## config.mk

```make
export PLATFORM = sky130hd
export DESIGN_NAME = systolic_sequencer_flat
export DESIGN_NICKNAME = d
export VERILOG_FILES = /design/src/rtl/systolic_sequencer_if.sv /design/src/rtl/systolic_sequencer.sv /design/src/flat_wrapper.sv
export SDC_FILE = /design/constraint.sdc
export NUM_CORES = 1
export LEC_CHECK = 0
export ABC_AREA = 1
export BUFFER_PORTS_ARGS = -buffer_cell sky130_fd_sc_hd__buf_2
export CAP_MARGIN = 0
export CORE_MARGIN = 5
export CORE_UTILIZATION = 25
export DETAILED_ROUTE_END_ITERATION = 16
export PLACE_DENSITY_LB_ADDON = 0.15
export SLEW_MARGIN = 20
export SYNTH_ARGS = -nofsm -noshare
export SYNTH_HDL_FRONTEND = slang
export SYNTH_SLANG_ARGS = --single-unit
export TNS_END_PERCENT = 10
```

## constraint.sdc

```tcl
create_clock -name clk -period 2.9 [get_ports clk]
set_input_delay 0.58 -clock clk [delete_from_list [all_inputs] [get_ports clk]]
set_output_delay 0.58 -clock clk [all_outputs]
set_load 0.005 [all_outputs]
```

## src/rtl/systolic_sequencer_if.sv

```systemverilog
// Job/control bundle between the host register file and systolic_sequencer.
// The master side issues jobs; the slave side (the sequencer) drives status, latched config and strobes.
interface systolic_sequencer_if #(
    parameter int ARRAY_N    = 8,
    parameter int ARRAY_M    = 8,
    parameter int ADDR_WIDTH = 8,
    parameter int K_WIDTH    = 8
);
    localparam int RW = $clog2(ARRAY_N) + 1;
    localparam int CW = $clog2(ARRAY_M) + 1;

    logic                  start;
    logic                  cfg_mode;
    logic [RW-1:0]         cfg_rows;
    logic [CW-1:0]         cfg_cols;
    logic [K_WIDTH-1:0]    cfg_k_len;
    logic [ADDR_WIDTH-1:0] cfg_a_base;
    logic [ADDR_WIDTH-1:0] cfg_w_base;
    logic [ADDR_WIDTH-1:0] cfg_o_base;

    logic                  busy;
    logic                  done;
    logic                  err;
    logic                  mode;
    logic [RW-1:0]         a_num_rows;
    logic [CW-1:0]         w_num_cols;
    logic [ADDR_WIDTH-1:0] a_base_addr;
    logic [ADDR_WIDTH-1:0] w_base_addr;
    logic [ADDR_WIDTH-1:0] o_base_addr;
    logic                  a_buf_on;
    logic                  w_buf_on;
    logic [2:0]            operation_signal_in;
    logic                  o_idx_gen_on;
    logic                  o_ag_o_on;
    logic                  o_drain;

    modport master (
        output start, cfg_mode, cfg_rows, cfg_cols, cfg_k_len,
               cfg_a_base, cfg_w_base, cfg_o_base,
        input  busy, done, err, mode, a_num_rows, w_num_cols,
               a_base_addr, w_base_addr, o_base_addr,
               a_buf_on, w_buf_on, operation_signal_in,
               o_idx_gen_on, o_ag_o_on, o_drain
    );

    modport slave (
        input  start, cfg_mode, cfg_rows, cfg_cols, cfg_k_len,
               cfg_a_base, cfg_w_base, cfg_o_base,
        output busy, done, err, mode, a_num_rows, w_num_cols,
               a_base_addr, w_base_addr, o_base_addr,
               a_buf_on, w_buf_on, operation_signal_in,
               o_idx_gen_on, o_ag_o_on, o_drain
    );
endinterface

```

## src/rtl/systolic_sequencer.sv

```systemverilog
// Job sequencer for systolic_system: validates and latches one descriptor, then
// walks the OS or WS phase list with a down-counter, driving registered strobes.
module systolic_sequencer #(
    parameter int ARRAY_N    = 8,
    parameter int ARRAY_M    = 8,
    parameter int ADDR_WIDTH = 8,
    parameter int K_WIDTH    = 8
) (
    input  logic                clk,
    input  logic                reset,
    systolic_sequencer_if.slave bus
);
    localparam int RW = $clog2(ARRAY_N) + 1;
    localparam int CW = $clog2(ARRAY_M) + 1;
    localparam int PW = K_WIDTH + 1;

    typedef logic [PW-1:0] len_t;
    localparam len_t ONE   = len_t'(1);
    localparam len_t N_LEN = len_t'(ARRAY_N);
    localparam logic [RW-1:0] MAX_ROWS = RW'(ARRAY_N);
    localparam logic [CW-1:0] MAX_COLS = CW'(ARRAY_M);

    typedef enum logic [3:0] {
        S_IDLE, S_OS_FEED, S_OS_FLUSH, S_OS_WAIT, S_OS_STORE,
        S_WS_LOAD, S_WS_FLOW, S_WS_OUT, S_WS_DRAIN, S_DONE
    } state_t;

    state_t                state, state_n;
    len_t                  cnt, cnt_n;
    logic                  accept, reject, cfg_valid, last;

    logic                  mode_q;
    logic [RW-1:0]         rows_q;
    logic [CW-1:0]         cols_q;
    logic [K_WIDTH-1:0]    k_q;
    logic [ADDR_WIDTH-1:0] a_base_q, w_base_q, o_base_q;

    logic       busy_q, done_q, err_q, a_on_q, w_on_q, idx_q, ag_q, drain_q;
    logic [2:0] op_q;
    logic       busy_n, done_n, a_on_n, w_on_n, idx_n, ag_n, drain_n;
    logic [2:0] op_n;

    len_t rows_l, cols_l, k_l, flush_len, wait_len, store_len, out_len, drain_len;

    assign rows_l    = len_t'(rows_q);
    assign cols_l    = len_t'(cols_q);
    assign k_l       = len_t'(k_q);
    assign flush_len = rows_l + cols_l - ONE;
    assign wait_len  = (N_LEN > rows_l + ONE) ? (N_LEN - rows_l - ONE) : '0;
    assign store_len = rows_l + ONE;
    assign out_len   = k_l + cols_l - ONE;
    assign drain_len = k_l + ONE;

    assign cfg_valid = (bus.cfg_rows != '0) && (bus.cfg_rows <= MAX_ROWS) &&
                       (bus.cfg_cols != '0) && (bus.cfg_cols <= MAX_COLS) &&
                       (bus.cfg_k_len != '0);
    assign last = (cnt == ONE);

    // Only OS_WAIT can have zero length, so it is the only phase that gets bypassed.
    always_comb begin
        state_n = state;
        cnt_n   = cnt;
        accept  = 1'b0;
        reject  = 1'b0;
        if (state != S_IDLE && state != S_DONE)
            cnt_n = cnt - ONE;
        case (state)
            S_IDLE: begin
                if (bus.start) begin
                    if (cfg_valid) begin
                        accept = 1'b1;
                        if (bus.cfg_mode) begin
                            state_n = S_OS_FEED;
                            cnt_n   = len_t'(bus.cfg_k_len);
                        end else begin
                            state_n = S_WS_LOAD;
                            cnt_n   = len_t'(bus.cfg_cols) + ONE;
                        end
                    end else begin
                        reject = 1'b1;
                    end
                end
            end
            S_OS_FEED:  if (last) begin state_n = S_OS_FLUSH; cnt_n = flush_len; end
            S_OS_FLUSH: if (last) begin
                if (wait_len != '0) begin state_n = S_OS_WAIT;  cnt_n = wait_len;  end
                else                begin state_n = S_OS_STORE; cnt_n = store_len; end
            end
            S_OS_WAIT:  if (last) begin state_n = S_OS_STORE; cnt_n = store_len; end
            S_OS_STORE: if (last) begin state_n = S_DONE;     cnt_n = '0;        end
            S_WS_LOAD:  if (last) begin state_n = S_WS_FLOW;  cnt_n = k_l;       end
            S_WS_FLOW:  if (last) begin state_n = S_WS_OUT;   cnt_n = out_len;   end
            S_WS_OUT:   if (last) begin state_n = S_WS_DRAIN; cnt_n = drain_len; end
            S_WS_DRAIN: if (last) begin state_n = S_DONE;     cnt_n = '0;        end
            S_DONE:     begin state_n = S_IDLE; cnt_n = '0; end
            default:    begin state_n = S_IDLE; cnt_n = '0; end
        endcase
    end

    // Strobes are decoded from the next state so they register alongside it.
    always_comb begin
        busy_n  = (state_n != S_IDLE);
        done_n  = (state_n == S_DONE);
        a_on_n  = 1'b0;
        w_on_n  = 1'b0;
        idx_n   = 1'b0;
        ag_n    = 1'b0;
        drain_n = 1'b0;
        op_n    = 3'b000;
        case (state_n)
            S_OS_FEED:  begin a_on_n = 1'b1; w_on_n = 1'b1; op_n = 3'b100; end
            S_OS_FLUSH: op_n = 3'b100;
            S_OS_WAIT:  op_n = 3'b110;
            S_OS_STORE: begin op_n = 3'b110; ag_n = 1'b1; end
            S_WS_LOAD:  begin w_on_n = 1'b1; op_n = 3'b001; end
            S_WS_FLOW:  a_on_n = 1'b1;
            S_WS_OUT:   idx_n = 1'b1;
            S_WS_DRAIN: begin drain_n = 1'b1; ag_n = 1'b1; end
            default:    ;
        endcase
    end

    always_ff @(posedge clk) begin
        if (reset) begin
            state    <= S_IDLE;
            cnt      <= '0;
            busy_q   <= 1'b0;
            done_q   <= 1'b0;
            err_q    <= 1'b0;
            a_on_q   <= 1'b0;
            w_on_q   <= 1'b0;
            idx_q    <= 1'b0;
            ag_q     <= 1'b0;
            drain_q  <= 1'b0;
            op_q     <= 3'b000;
            mode_q   <= 1'b0;
            rows_q   <= '0;
            cols_q   <= '0;
            k_q      <= '0;
            a_base_q <= '0;
            w_base_q <= '0;
            o_base_q <= '0;
        end else begin
            state   <= state_n;
            cnt     <= cnt_n;
            busy_q  <= busy_n;
            done_q  <= done_n;
            err_q   <= reject;
            a_on_q  <= a_on_n;
            w_on_q  <= w_on_n;
            idx_q   <= idx_n;
            ag_q    <= ag_n;
            drain_q <= drain_n;
            op_q    <= op_n;
            if (accept) begin
                mode_q   <= bus.cfg_mode;
                rows_q   <= bus.cfg_rows;
                cols_q   <= bus.cfg_cols;
                k_q      <= bus.cfg_k_len;
                a_base_q <= bus.cfg_a_base;
                w_base_q <= bus.cfg_w_base;
                o_base_q <= bus.cfg_o_base;
            end
        end
    end

    assign bus.busy                = busy_q;
    assign bus.done                = done_q;
    assign bus.err                 = err_q;
    assign bus.mode                = mode_q;
    assign bus.a_num_rows          = rows_q;
    assign bus.w_num_cols          = cols_q;
    assign bus.a_base_addr         = a_base_q;
    assign bus.w_base_addr         = w_base_q;
    assign bus.o_base_addr         = o_base_q;
    assign bus.a_buf_on            = a_on_q;
    assign bus.w_buf_on            = w_on_q;
    assign bus.operation_signal_in = op_q;
    assign bus.o_idx_gen_on        = idx_q;
    assign bus.o_ag_o_on           = ag_q;
    assign bus.o_drain             = drain_q;
endmodule

```

## src/flat_wrapper.sv

```systemverilog
// flat-port wrapper written by rule: the top's interface ports become plain ports
module systolic_sequencer_flat 
#(
    parameter int ARRAY_N    = 8,
    parameter int ARRAY_M    = 8,
    parameter int ADDR_WIDTH = 8,
    parameter int K_WIDTH    = 8
)
  (clk, reset, bus_start, bus_cfg_mode, bus_cfg_rows, bus_cfg_cols, bus_cfg_k_len, bus_cfg_a_base, bus_cfg_w_base, bus_cfg_o_base, bus_busy, bus_done, bus_err, bus_mode, bus_a_num_rows, bus_w_num_cols, bus_a_base_addr, bus_w_base_addr, bus_o_base_addr, bus_a_buf_on, bus_w_buf_on, bus_operation_signal_in, bus_o_idx_gen_on, bus_o_ag_o_on, bus_o_drain);
  systolic_sequencer_if #(.ARRAY_N(ARRAY_N), .ARRAY_M(ARRAY_M), .ADDR_WIDTH(ADDR_WIDTH), .K_WIDTH(K_WIDTH)) bus_i ();
  input  logic clk;
  input  logic reset;
  input wire logic [$bits(bus_i.start)-1:0] bus_start;
  input wire logic [$bits(bus_i.cfg_mode)-1:0] bus_cfg_mode;
  input wire logic [$bits(bus_i.cfg_rows)-1:0] bus_cfg_rows;
  input wire logic [$bits(bus_i.cfg_cols)-1:0] bus_cfg_cols;
  input wire logic [$bits(bus_i.cfg_k_len)-1:0] bus_cfg_k_len;
  input wire logic [$bits(bus_i.cfg_a_base)-1:0] bus_cfg_a_base;
  input wire logic [$bits(bus_i.cfg_w_base)-1:0] bus_cfg_w_base;
  input wire logic [$bits(bus_i.cfg_o_base)-1:0] bus_cfg_o_base;
  output wire logic [$bits(bus_i.busy)-1:0] bus_busy;
  output wire logic [$bits(bus_i.done)-1:0] bus_done;
  output wire logic [$bits(bus_i.err)-1:0] bus_err;
  output wire logic [$bits(bus_i.mode)-1:0] bus_mode;
  output wire logic [$bits(bus_i.a_num_rows)-1:0] bus_a_num_rows;
  output wire logic [$bits(bus_i.w_num_cols)-1:0] bus_w_num_cols;
  output wire logic [$bits(bus_i.a_base_addr)-1:0] bus_a_base_addr;
  output wire logic [$bits(bus_i.w_base_addr)-1:0] bus_w_base_addr;
  output wire logic [$bits(bus_i.o_base_addr)-1:0] bus_o_base_addr;
  output wire logic [$bits(bus_i.a_buf_on)-1:0] bus_a_buf_on;
  output wire logic [$bits(bus_i.w_buf_on)-1:0] bus_w_buf_on;
  output wire logic [$bits(bus_i.operation_signal_in)-1:0] bus_operation_signal_in;
  output wire logic [$bits(bus_i.o_idx_gen_on)-1:0] bus_o_idx_gen_on;
  output wire logic [$bits(bus_i.o_ag_o_on)-1:0] bus_o_ag_o_on;
  output wire logic [$bits(bus_i.o_drain)-1:0] bus_o_drain;
  assign bus_i.start = bus_start;
  assign bus_i.cfg_mode = bus_cfg_mode;
  assign bus_i.cfg_rows = bus_cfg_rows;
  assign bus_i.cfg_cols = bus_cfg_cols;
  assign bus_i.cfg_k_len = bus_cfg_k_len;
  assign bus_i.cfg_a_base = bus_cfg_a_base;
  assign bus_i.cfg_w_base = bus_cfg_w_base;
  assign bus_i.cfg_o_base = bus_cfg_o_base;
  assign bus_busy = bus_i.busy;
  assign bus_done = bus_i.done;
  assign bus_err = bus_i.err;
  assign bus_mode = bus_i.mode;
  assign bus_a_num_rows = bus_i.a_num_rows;
  assign bus_w_num_cols = bus_i.w_num_cols;
  assign bus_a_base_addr = bus_i.a_base_addr;
  assign bus_w_base_addr = bus_i.w_base_addr;
  assign bus_o_base_addr = bus_i.o_base_addr;
  assign bus_a_buf_on = bus_i.a_buf_on;
  assign bus_w_buf_on = bus_i.w_buf_on;
  assign bus_operation_signal_in = bus_i.operation_signal_in;
  assign bus_o_idx_gen_on = bus_i.o_idx_gen_on;
  assign bus_o_ag_o_on = bus_i.o_ag_o_on;
  assign bus_o_drain = bus_i.o_drain;
  systolic_sequencer #(.ARRAY_N(ARRAY_N), .ARRAY_M(ARRAY_M), .ADDR_WIDTH(ADDR_WIDTH), .K_WIDTH(K_WIDTH)) u_core (.clk(clk), .reset(reset), .bus(bus_i));
endmodule
```

==> results.cfg, run 1 <==
[clock_tree]
cts-htree-levels = 3
cts.sink_count = 65
clk-insertion-delay-late_ns = 0.34
cts_hold_buf = 0
cts_setup_buffers = 0
numCtsBuffers = 9
cts_buffer_depth = 2
clk_pin_slew_worst_paths_ns = 0.06
cts_resized = 0
cts_root_buffer = clkbuf_16
tritoncts = yes

[power_and_ir_drop]
p_leak_uw = 0.00278
p_total_uw = 3860
p_clk_share_pct = 25.1
switching_share_pct = 42.0
p_seq_share_pct = 29.6
internal_power_uw = 2240
max-vdd-ir-drop_mv = 0.287
p_sw_uw = 1620
combPwrFrac_pct = 45.3
p_per_area_nw_per_um2 = 712

[route]
ant_nets = 0
wl_per_cell_um = 15.1
dr.pass1.iters = 5
drtIter0Drc = 270
via_per_inst = 4.63
drc = 0
wirelength_mm = 15.1
num_vias = 4656

[cells_and_area]
drive_gt1_share_pct = 18.5
antenna_cells = 0
area_growth_syn_to_layout_pct = 23.0
finish.utilization_pct = 31.3
fin_nets = 853

[global_routing]
grt_pass1_vias = 4646
grt_max_degree = 35
grt_antenna_before_repair = 0
grt_usage_pct = 15.1
grt_pass1_wl_mm = 24.4
overflow = 0

[synth]
ys_dominant_reg_cell = dfxtp_1
synth_area_um2 = 4400
ys_ff_latch = 65
syn_nets = 758
seq_area_frac_synth_pct = 29.5
synth_edf_count = 0
synthCells = 682
synth_cell_type_count = 39
yosys_warnings = 0
ys_async_sr_fraction_pct = 0
synth.avg_cell_area_um2 = 6.46

[timing]
rsz0062_at_grt = false
final.setup_skew_ns = 0.00680
tns_ns = 0
worstMarginPinSlew_ns = 0.554
finalHoldViolations = 0
relSlewSlack_pct = 63.0
setup_slack_ns = 0.383
period_share_pct = 86.8
timing.hold.ws_ns = 0.459
clock.fmax_mhz = 397
setup_viol = 0
drv_slew = 0
min_period_ns = 2.52

[placed_design]
pre_cts_ws_ns = 0.122
gp_congestion = 0.882
port-buffer-count = 87
dp_hpwl_mm = 12.1

[worst_setup_path]
crit_arrival_ns = 2.75
cp_max_fo = 4
critPathKind = reg -> reg
cp-start-kind = flop
worst_ep_required_time_ns = 3.13
endpoint_kind = flop

[worst_hold_path]
hp-class = in -> reg

[die]
dieWidth_um = 143
fp.dieH_um = 143
die_area_um2 = 20400
initial_core_util_pct = 25.5
core_um2 = 17300
rows = 48
ioPinCount = 88

[outcome]
outcome = complete, no violations

[flow_run]
maxCapViolations = 0
==> critical path, stage by stage (launching register included) <==
cell and delay (ns):
dfxtp_1 0.34, ha_1 0.22, fa_1 0.49, inv_1 0.07
ha_1 0.20, and2_1 0.17, nand2_1 0.09, inv_1 0.05
ha_1 0.17, o21ai_0 0.17, nand3_1 0.10, a21oi_1 0.11
nand2_1 0.07, o211ai_1 0.09, inv_1 0.06
==> cell families after synthesis <==
logic type / Yosys count / synth area share, %
AND/OR/NAND/NOR: 321 / 31.1
adder cells (fa/ha/maj): 32 / 9.43
multiplexers: 1 / 0.227
AO/OA/AOI/OAI: 135 / 16.6
flip-flops: 65 / 29.5
XOR/XNOR: 18 / 3.58
buffers and inverters: 110 / 9.52
==> synth_stat cells (all sizes together), types with 2 or more instances <==
cell	number	share of area (%)
inv	91	7.8
nand3b	3	0.51
xor2	12	2.4
nand3	37	4.3
fa	2	0.91
o21ai	66	7.5
a21oi	49	5.7
buf	6	0.65
nor3	12	1.4
o211ai	6	1.0
ha	30	8.5
nor2	111	10
nand4	8	1.1
o22ai	3	0.43
nand2	147	13
a31oi	3	0.43
xnor2	6	1.2
dfxtp	65	30
o21a	2	0.34
clkbuf	13	1.1
==> power by group through the flow <==
stage | logic, uW | registers (uW) | clock network (uW)
global route | 1970 | 1160 | 1040
global placement | 1760 | 1160 | 0
floorplan | 1220 | 1150 | 0
CTS | 1750 | 1140 | 995
detailed placement | 1740 | 1160 | 0
finish | 1750 | 1140 | 969
==> per-layer routing <==
metal  GRT usage (%)  vias up  part of all wire, %
met5               0        -                    0
met4            5.35        0                  2.0
met3            3.75       21                  6.2
met2            24.5      150                   45
met1            19.6     2086                   47
li1                -     2399                    -
==> cell usage in the layout, fill, tap and decap left out, types with 8 or more instances in the layout <==
cell type    n
inv_1       82
nand2_2      9
buf_2       87
nand2_1    138
o21ai_0     63
a21oi_1     47
nor3_1      12
clkbuf_16    9
dfxtp_1     65
xor2_1      12
nand4_1      8
inv_2        9
nor2_1     105
nand3_1     36
ha_1        30
buf_4       16
==> worst paths after layout <==
path | cells past startpoint | end | start | slack [ns]
setup / recovery | 14 | u_core.cnt[8]$_SDFF_PP0_ | u_core.bus.a_num_rows[0]$_SDFFE_PP0P_ | 0.38
hold / removal | 3 | u_core.bus.a_base_addr[1]$_SDFFE_PP0P_ | bus_cfg_a_base[1] | 0.46
setup reg to reg | 14 | u_core.cnt[8]$_SDFF_PP0_ | u_core.bus.a_num_rows[0]$_SDFFE_PP0P_ | 0.38
hold reg to reg | 2 | u_core.bus.mode$_SDFFE_PP0P_ | u_core.bus.mode$_SDFFE_PP0P_ | 0.47
==> area by class of cell <==
class	count	area (um2)
Inverter	91	342
Multi-Input combinational cell	507	2680
Clock inverter	4	22.5
Tap cell	225	282
Sequential cell	65	1300
Clock buffer	10	229
Timing Repair Buffer	103	556
Fill cell	1981	11900
==> per-stage QoR <==
step / area (um2) / instances
finish: 5420 / 1005
global route: 5420 / 1005
CTS: 5420 / 1005
detailed placement: 5160 / 991
global placement: 5160 / 991
floorplan: 4400 / 682
==> registers in the layout (all words and copies together) (netlist names) <==
| name | count |
|---|---|
| u_core.cnt | 9 |
| u_core.bus.a_base_addr | 8 |
| u_core.bus.o_base_addr | 8 |
| u_core.bus.w_base_addr | 8 |
| u_core.k_q | 8 |
| u_core.bus.a_num_rows | 4 |
| u_core.bus.w_num_cols | 4 |
| u_core.state | 4 |
| u_core.bus.operation_signal_in | 3 |
| u_core.bus.a_buf_on | 1 |
| u_core.bus.busy | 1 |
| u_core.bus.done | 1 |
| u_core.bus.err | 1 |
| u_core.bus.mode | 1 |
| u_core.bus.o_ag_o_on | 1 |
| u_core.bus.o_drain | 1 |
| u_core.bus.o_idx_gen_on | 1 |
| u_core.bus.w_buf_on | 1 |
(Power assumes the default switching activity.)
==> run 2: changes to the inputs <==
--- a/config.mk
+++ b/config.mk
@@ -10,6 +10,7 @@
 export CAP_MARGIN = 0
 export CORE_MARGIN = 5
 export CORE_UTILIZATION = 25
+export CTS_BUF_LIST = sky130_fd_sc_hd__clkbuf_8
 export DETAILED_ROUTE_END_ITERATION = 16
 export PLACE_DENSITY_LB_ADDON = 0.15
 export SLEW_MARGIN = 20
==> results.cfg, run 2 (synthesis gave the netlist of run 1 again) <==
[outcome]
outcome = complete, no violations

[power_and_ir_drop]
max-vdd-ir-drop_mv = 0.261
p_per_area_nw_per_um2 = 667
p_leak_uw = 0.00274
p_total_uw = 3540

[route]
ant_nets = 0
drtIter0Drc = 260
wirelength_mm = 15.1
wl_per_cell_um = 15.0
drc = 0
via_per_inst = 4.59
num_vias = 4612
dr.pass1.iters = 5

[cells_and_area]
seq_area_um2 = 1300
final_cell_mix = nand2_1 (138), nor2_1 (105), buf_2 (87)
area_growth_syn_to_layout_pct = 20.7
fillers = 1989
antenna_cells = 0
finish.utilization_pct = 30.7
multi_input_area_um2 = 2680
regMostFlops = u_core.cnt
largest_register_ffs = 9
drive_gt1_share_pct = 18.5
fin_nets = 853
final_common_cell = nand2_1

[global_routing]
grt_usage_pct = 15.1
grt_max_degree = 35
grt_pass1_wl_mm = 24.3
overflow = 0
grt_pass1_vias = 4640
gr-usage-met3_pct = 3.68
grt_antenna_before_repair = 0
grtUsageMet1_pct = 19.6
grtUsageMet2_pct = 24.5
busiest_layer = met2

[worst_setup_path]
slowest_delay_ns = 0.49
critPathSlowestCell = fa_1
worst_ep_required_time_ns = 3.15
path_buf_inv = 3
path_delay_family = adder cells
crit_arrival_ns = 2.77
endpoint_kind = flop
critPathKind = reg -> reg
cp_max_fo = 4
cp-start-kind = flop
path_cells = ha_1 -> fa_1 -> inv_1 -> ha_1 -> and2_1 -> nand2_1 -> inv_1 -> ha_1 -> o21ai_0 -> nand3_1 -> a21oi_1 -> nand2_1 -> o211ai_1 -> inv_1

[placed_design]
gp_congestion = 0.882
port-buffer-count = 87
dp_hpwl_mm = 12.1

[die]
die_area_um2 = 20400
ioPinCount = 88
core_um2 = 17300
fp.dieH_um = 143
initial_core_util_pct = 25.5
rows = 48
dieWidth_um = 143

[timing]
finalHoldViolations = 0
setup_viol = 0
rsz0062_at_grt = false
tns_ns = 0
worstMarginPinSlew_ns = 0.557
period_share_pct = 87.0
min_period_ns = 2.52
final.setup_skew_ns = 0.00977
drv_slew = 0
clock.fmax_mhz = 396
timing.hold.ws_ns = 0.440
relSlewSlack_pct = 62.8

[clock_tree]
cts_resized = 0
numCtsBuffers = 9
clk-insertion-delay-late_ns = 0.36
cts.sink_count = 65
cts_hold_buf = 0
cts-htree-levels = 3
cts_buffer_depth = 2
cts_root_buffer = clkbuf_8
clk_pin_slew_worst_paths_ns = 0.08
tritoncts = yes
cts_setup_buffers = 0

[flow_run]
maxCapViolations = 0

[worst_hold_path]
hp-class = in -> reg
run 2: power breakdown:
group	leakage (uW)	switching, uW	internal (uW)
clock network	0.0000819	369	293
registers	0.000530	102	1040
logic	0.00213	1110	633
total	0.00274	1580	1960
run 2: worst paths after layout:
kind / startpoint / to / slack [ns] / cells past startpoint
hold reg to reg: u_core.bus.mode$_SDFFE_PP0P_ / u_core.bus.mode$_SDFFE_PP0P_ / 0.48 / 2
setup / recovery: u_core.bus.a_num_rows[0]$_SDFFE_PP0P_ / u_core.cnt[8]$_SDFF_PP0_ / 0.38 / 14
setup reg to reg: u_core.bus.a_num_rows[0]$_SDFFE_PP0P_ / u_core.cnt[8]$_SDFF_PP0_ / 0.38 / 14
hold / removal: bus_cfg_a_base[1] / u_core.bus.a_base_addr[1]$_SDFFE_PP0P_ / 0.44 / 3
run 2: tightest hold or removal path, delay by kind of cell:
family / cells / cell delay, ns
AND/OR/NAND/NOR: 2 / 0.11
buffers and inverters: 1 / 0.08
run 2: per-stage QoR:
stage / area, um2 / cells / worst slack, ns
floorplan: 4400 / 682 / 0.521
global placement: 5160 / 991 / 0.0919
detailed placement: 5160 / 991 / 0.122
CTS: 5310 / 1005 / 0.377
global route: 5310 / 1005 / 0.122
finish: 5310 / 1005 / 0.377
run 2: final cells by class:
class                      count  area share [%]
multi-input combinational    507            50.5
timing repair buffer         103            10.5
sequential                    65            24.5
clock inverter                 5           0.494
tap                          225            5.30
clock buffer                   9            2.33
inverter                      91            6.43
run 2: routing by layer:
| layer | vias up | wire length (um) | part of all wire, % |
|---|---|---|---|
| met3 | 15 | 963 | 6.4 |
| met5 | - | 0 | 0 |
| met1 | 2065 | 7080 | 47 |
| li1 | 2393 | - | - |
| met4 | 0 | 266 | 1.8 |
| met2 | 139 | 6770 | 45 |
